<file path="src/rtl/gpio_func_switch_pkg.sv">
// Shared constants and helpers for the GPIO function switch.
// State encoding and guard counter sizing.
package gpio_func_switch_pkg;

    localparam logic ST_ACTIVE = 1'b0;
    localparam logic ST_DRAIN  = 1'b1;

    // Ceiling log2 usable in parameter context.
    function automatic int clog2(input int v);
        int r;
        r = 0;
        for (int i = 0; i < 31; i++) begin
            if ((1 << i) < v) r = i + 1;
        end
        return r;
    endfunction

    // Width needed to hold 0..guard inclusive, at least one bit.
    function automatic int cnt_width(input int guard);
        int w;
        w = clog2(guard + 1);
        return (w < 1) ? 1 : w;
    endfunction

endpackage

</file>
<file path="src/rtl/gpio_pin_switch.sv">
// One pin of the GPIO function switch: ACTIVE/DRAIN FSM,
// guard counter, current/pending select and output registers.
module gpio_pin_switch
    import gpio_func_switch_pkg::*;
#(
    parameter int NUM_FUNC     = 4,
    parameter int SEL_W        = 2,
    parameter int GUARD_CYCLES = 4
) (
    input  logic                clk,
    input  logic                resetn,
    input  logic [NUM_FUNC-1:0] func_out,
    input  logic [NUM_FUNC-1:0] func_oe,
    input  logic [SEL_W-1:0]    sel_req,
    input  logic                sel_wr,
    output logic                gpio_out,
    output logic                gpio_oe,
    output logic                busy,
    output logic                sel_bad
);

    localparam int CW = cnt_width(GUARD_CYCLES);
    localparam logic [CW-1:0] CNT_LOAD = CW'(GUARD_CYCLES - 1);
    localparam logic [SEL_W:0] NF = (SEL_W + 1)'(NUM_FUNC);

    logic             state_q, state_d;
    logic [CW-1:0]    cnt_q, cnt_d;
    logic [SEL_W-1:0] cur_q, cur_d;
    logic [SEL_W-1:0] pend_q, pend_d;
    logic             out_q, out_d;
    logic             oe_q, oe_d;

    logic req_ok;
    logic start;
    logic retarget;
    logic done;

    function automatic logic pick(
        input logic [NUM_FUNC-1:0] v,
        input logic [SEL_W-1:0]    s
    );
        logic b;
        b = 1'b0;
        for (int f = 0; f < NUM_FUNC; f++) begin
            if (s == SEL_W'(f)) b = v[f];
        end
        return b;
    endfunction

    // Classify this cycle's select write against the pin state.
    always_comb begin
        req_ok   = ({1'b0, sel_req} < NF);
        start    = sel_wr && req_ok && (state_q == ST_ACTIVE)
                   && (sel_req != cur_q);
        retarget = sel_wr && req_ok && (state_q == ST_DRAIN)
                   && (sel_req != pend_q);
        done     = (state_q == ST_DRAIN) && !retarget
                   && (cnt_q == '0);
    end

    // Next state, guard counter and select bookkeeping.
    always_comb begin
        state_d = state_q;
        cnt_d   = cnt_q;
        cur_d   = cur_q;
        pend_d  = pend_q;
        if (start || retarget) begin
            state_d = ST_DRAIN;
            cnt_d   = CNT_LOAD;
            pend_d  = sel_req;
        end else if (done) begin
            state_d = ST_ACTIVE;
            cur_d   = pend_q;
        end else if (state_q == ST_DRAIN) begin
            cnt_d = cnt_q - CW'(1);
        end
    end

    // Pad drive: tri-state while draining, data held.
    always_comb begin
        out_d = out_q;
        oe_d  = oe_q;
        if (done) begin
            out_d = pick(func_out, pend_q);
            oe_d  = pick(func_oe, pend_q);
        end else if ((state_q == ST_DRAIN) || start) begin
            oe_d = 1'b0;
        end else begin
            out_d = pick(func_out, cur_q);
            oe_d  = pick(func_oe, cur_q);
        end
    end

    // Pin state and output registers.
    always_ff @(posedge clk or negedge resetn) begin
        if (!resetn) begin
            state_q <= ST_ACTIVE;
            cnt_q   <= '0;
            cur_q   <= '0;
            pend_q  <= '0;
            out_q   <= 1'b0;
            oe_q    <= 1'b0;
        end else begin
            state_q <= state_d;
            cnt_q   <= cnt_d;
            cur_q   <= cur_d;
            pend_q  <= pend_d;
            out_q   <= out_d;
            oe_q    <= oe_d;
        end
    end

    assign gpio_out = out_q;
    assign gpio_oe  = oe_q;
    assign busy     = (state_q == ST_DRAIN);
    assign sel_bad  = sel_wr && !req_ok;

endmodule

</file>
<file path="src/rtl/gpio_func_switch.sv">
// N-way per-pin GPIO function mux with guarded switchover.
// GPIO_FUNC_SWITCH_SYNC_EN adds a 2-flop input synchronizer.
module gpio_func_switch
    import gpio_func_switch_pkg::*;
#(
    parameter int GPIO_WIDTH   = 16,
    parameter int NUM_FUNC     = 4,
    parameter int SEL_W        = 2,
    parameter int GUARD_CYCLES = 4
) (
    input  logic                           clk,
    input  logic                           resetn,
    input  logic [GPIO_WIDTH*NUM_FUNC-1:0] func_out,
    input  logic [GPIO_WIDTH*NUM_FUNC-1:0] func_oe,
    input  logic [GPIO_WIDTH*SEL_W-1:0]    sel,
    input  logic                           sel_wr,
    input  logic [GPIO_WIDTH-1:0]          gpio_in,
    output logic [GPIO_WIDTH-1:0]          gpio_out,
    output logic [GPIO_WIDTH-1:0]          gpio_oe,
    output logic [GPIO_WIDTH-1:0]          gpio_in_func,
    output logic [GPIO_WIDTH-1:0]          busy,
    output logic                           sel_err
);

    logic [GPIO_WIDTH-1:0] bad;
    logic                  sel_err_q, sel_err_d;

    for (genvar i = 0; i < GPIO_WIDTH; i++) begin : g_pin
        logic [NUM_FUNC-1:0] fo;
        logic [NUM_FUNC-1:0] foe;

        for (genvar f = 0; f < NUM_FUNC; f++) begin : g_f
            assign fo[f]  = func_out[f*GPIO_WIDTH+i];
            assign foe[f] = func_oe[f*GPIO_WIDTH+i];
        end

        gpio_pin_switch #(
            .NUM_FUNC     (NUM_FUNC),
            .SEL_W        (SEL_W),
            .GUARD_CYCLES (GUARD_CYCLES)
        ) u_pin (
            .clk      (clk),
            .resetn   (resetn),
            .func_out (fo),
            .func_oe  (foe),
            .sel_req  (sel[i*SEL_W +: SEL_W]),
            .sel_wr   (sel_wr),
            .gpio_out (gpio_out[i]),
            .gpio_oe  (gpio_oe[i]),
            .busy     (busy[i]),
            .sel_bad  (bad[i])
        );
    end

    // Any pin rejecting its select latches the error.
    always_comb begin
        sel_err_d = sel_err_q | (|bad);
    end

    // Sticky error flag, cleared only by reset.
    always_ff @(posedge clk or negedge resetn) begin
        if (!resetn) sel_err_q <= 1'b0;
        else         sel_err_q <= sel_err_d;
    end

    assign sel_err = sel_err_q;

`ifdef GPIO_FUNC_SWITCH_SYNC_EN
    logic [GPIO_WIDTH-1:0] sync1_q, sync1_d;
    logic [GPIO_WIDTH-1:0] sync2_q, sync2_d;

    // Two-stage shift of the raw pad inputs.
    always_comb begin
        sync1_d = gpio_in;
        sync2_d = sync1_q;
    end

    // Synchronizer flops.
    always_ff @(posedge clk or negedge resetn) begin
        if (!resetn) begin
            sync1_q <= '0;
            sync2_q <= '0;
        end else begin
            sync1_q <= sync1_d;
            sync2_q <= sync2_d;
        end
    end

    assign gpio_in_func = sync2_q;
`else
    assign gpio_in_func = gpio_in;
`endif

endmodule

</file>
<file path="config.mk">
export PLATFORM = sky130hd
export DESIGN_NAME = gpio_func_switch
export DESIGN_NICKNAME = d
export VERILOG_FILES = /design/src/rtl/gpio_func_switch_pkg.sv /design/src/rtl/gpio_pin_switch.sv /design/src/rtl/gpio_func_switch.sv
export SDC_FILE = /design/constraint.sdc
export NUM_CORES = 1
export LEC_CHECK = 0
export ABC_AREA = 1
export BUFFER_PORTS_ARGS = -buffer_cell sky130_fd_sc_hd__buf_2
export CELL_PAD_IN_SITES_DETAIL_PLACEMENT = 0
export CELL_PAD_IN_SITES_GLOBAL_PLACEMENT = 2
export CORE_MARGIN = 3
export CORE_UTILIZATION = 30
export CTS_CLUSTER_DIAMETER = 60
export DETAILED_ROUTE_END_ITERATION = 16
export GPL_TIMING_DRIVEN = 0
export PLACE_DENSITY = 0.77
export RECOVER_POWER = 100
export SKIP_CTS_REPAIR_TIMING = 1
export SYNTH_ARGS = -nofsm -noshare
export SYNTH_HDL_FRONTEND = slang
export SYNTH_SLANG_ARGS = --single-unit
</file>
<file path="constraint.sdc">
create_clock -name clk -period 3.32 [get_ports clk]
set_input_delay 0.332 -clock clk [delete_from_list [all_inputs] [get_ports clk]]
set_output_delay 0.332 -clock clk [all_outputs]
set_load 0.02 [all_outputs]
</file>
==> qor.csv <==
stage,metric,value,unit
final_layout,most frequent cells in the layout,"438 x nand2_1, 288 x nand3_1, 198 x inv_1",
timing,RSZ-0062 raised after global routing,false,
clocking,"CTS clk-pin slew, worst paths",0.07,ns
timing,crit path time final,1.91,ns
global_routing,initial antenna violation count,1,
die,Initial Util,0.305,
final_layout,storage element area,4000,sq um
synthesis,Synth Register Bits,160,
clocking,CTS Buf Count,17,
worst_hold_path,hold path start,sel[0],
setup_path,element type at the critical path start,register,
final_layout,design area,13200,sq um
die,Row Count,70,
setup_path,critical path type,register to register,
clocking,htree depth,4,
timing,final worst-path cycle share,0.575,
final_layout,fillers,4036,
timing,Final WS setup,1.41,ns
synthesis,Syn Area/Cell,7.24,sq um
routing,Avg WL per Cell,13.4,microns
synthesis,Synth cell types,29,
synthesis,Ys Warns,0,
die,die footprint,39600,sq um
final_layout,NumNets Final,2001,
timing,Fmax,524,MHz
setup_path,Worst setup EP type,register,
status,outcome,"complete, no violations",
placement,post-DP HPWL,23.2,mm
setup_path,Worst setup startpoint,g_pin[3].u_pin.pend_q[1]$_DFFE_PN0P_,
routing,via count of the routed design,10453,
global_routing,vias in the first global route,10076,
routing,DRT Pass-1 Iters,4,
timing,clock skew,0.0103,ns
timing,Hold Fails Final Rpt,0,
routing,DR iter-0 viols,419,
synthesis,sequential fraction of the synthesis area,0.358,
routing,post-DR vias/cell,4.60,
timing,worst hold slack,0.157,ns
setup_path,CP arrival,2.23,ns
synthesis,syn nets,1755,
global_routing,global-route wire length before repair,49.9,mm
clocking,clk_lat worst skew,0.44,ns
synthesis,post-synthesis cell area,11200,sq um
timing,Setup Viol. Count Final,0,
pwr,power density cells,908,nW/um^2
die,Placeable Area,36700,sq um
global_routing,Total Routing Usage GR,0.155,
global_routing,pin count of the biggest net entering global routing,87,
final_layout,"most common cell after layout, fill and taps aside",nand2_1,
placement,Buffers on Ports,225,
pwr,VDD IR-drop max,0.377,mV
setup_path,Worst Path Max Fanout,7,
pwr,Leakage Power,6.94,nW
die,io pins,244,
die,Die Y,199,microns
die,die width,199,microns
clocking,clock root buffer,clkbuf_16,
timing,Slew HR,0.516,
clocking,CTS tree,yes,
placement,Area after DPL,12900,sq um
timing,Tightest Pin Transition,0.726,ns
clocking,clk buf depth,2,
placement,dpl ws,1.81,ns
synthesis,Post-Syn Instances,1544,
global_routing,gr ovfl total,0,
final_layout,proportion of layout cells with a drive suffix above 1,0.187,
setup_path,Worst Path Required,3.65,ns
flow_run,Max-Cap Viols,0,
clocking,Sink Count,160,
placement,routability-driven placement congestion ratio,0.816,
routing,Total Routed Length,30.4,mm
setup_path,worst r2r src,g_pin[3].u_pin.pend_q[1]$_DFFE_PN0P_,
final_layout,synth-to-layout area growth,17.7,%
final_layout,area of the multi-input gates,5440,sq um
worst_hold_path,Hold Crit Class,primary input to register,
timing,Final Slew Violations,0,
routing,ANT nets after route,0,
routing,Residual DRC,0,
routing by layer:
metal  share of wire  GRT usage  vias up  wire [microns]
li1                -          -     5467               -
met1            0.50      0.215     4784           15300
met2            0.45      0.250      179           13600
met3           0.038     0.0302       21            1160
met4          0.0092     0.0346        2             278
met5         0.00023          0        -               7
sequential cells by signal, indices dropped and copies added (netlist names):
signal / cells
g_pin.u_pin.busy: 16
g_pin.u_pin.cnt_q: 48
g_pin.u_pin.cur_q: 32
g_pin.u_pin.gpio_oe: 16
g_pin.u_pin.gpio_out: 16
g_pin.u_pin.pend_q: 32
worst max-delay path: stages (launching register included):
cell and delay [ns]:
dfrtp_1 0.44, inv_1 0.22, nand2_1 0.08, nand2_1 0.07, nand2_2 0.05, nand2_1 0.18, nand2_1 0.21, nand2_1 0.24
clkinvlp_2 0.18, nand2_1 0.08, nand2_1 0.05
power by group:
| part | switching (W) | leakage (nW) | internal [W] | total [W] |
|---|---|---|---|---|
| clock network | 0.000806 | 0.272 | 0.00110 | 0.00190 |
| registers | 0.000714 | 1.96 | 0.00286 | 0.00358 |
| logic | 0.00402 | 4.71 | 0.00245 | 0.00647 |
| total | 0.00554 | 6.94 | 0.00642 | 0.0120 |
cells in the mapped netlist, drive strengths merged:
master | instances | area, sq um
o2111ai | 7 | 61.3
conb | 1 | 3.75
clkbuf | 6 | 30.0
xnor2 | 50 | 438
nand3 | 288 | 1440
a31oi | 2 | 12.5
o21ai | 84 | 420
o22ai | 16 | 100
or2 | 1 | 6.26
clkinv | 2 | 10.0
buf | 95 | 671
dfrtp | 160 | 4000
nand4 | 44 | 275
nand2 | 467 | 2090
nor3 | 50 | 250
inv | 208 | 791
ha | 32 | 400
nor2 | 31 | 176
through the flow:
stage	total power, W	utilization	instances	setup TNS (ns)
floorplan	0.00882	-	1544	0
global placement	0.0105	0.351	2237	-153.71
detailed placement	0.0105	0.352	2238	0
CTS	0.0126	0.367	2268	0
global route	0.0133	0.359	2269	0
finish	0.0120	0.359	2270	0
kinds of logic after synthesis:
group,after synthesis,synth area share
simple gates,881,0.379
other cells,1,0.000335
fa+ha+maj,32,0.0358
compound gates,109,0.0531
buf+inv,311,0.134
xor+xnor,50,0.0392
flops,160,0.358
final timing paths:
path	endpoint	slack (ns)	depth (start not counted)
min in group asynchronous	g_pin[6].u_pin.gpio_oe$_DFF_PN0_	0.49	2
worst min-delay path	g_pin[0].u_pin.pend_q[0]$_DFFE_PN0P_	0.16	3
worst min register to register	g_pin[1].u_pin.cnt_q[2]$_DFFE_PN0P_	0.47	2
worst max-delay path	g_pin[3].u_pin.cnt_q[1]$_DFFE_PN0P_	1.41	10
worst max register to register	g_pin[3].u_pin.cnt_q[1]$_DFFE_PN0P_	1.41	10
max in group asynchronous	g_pin[2].u_pin.cnt_q[0]$_DFFE_PN0P_	1.99	3
layout make-up:
| class | instances | area share |
|---|---|---|
| multi-input combinational | 1073 | 0.413 |
| sequential | 160 | 0.304 |
| timing repair buffer | 227 | 0.0835 |
| inverter | 210 | 0.0606 |
| buffer | 101 | 0.0523 |
| tap | 468 | 0.0445 |
| clock buffer | 24 | 0.0374 |
| clock inverter | 6 | 0.00437 |
| antenna | 1 | 0.000190 |
No activity file was read; power rests on OpenSTA's default activity.
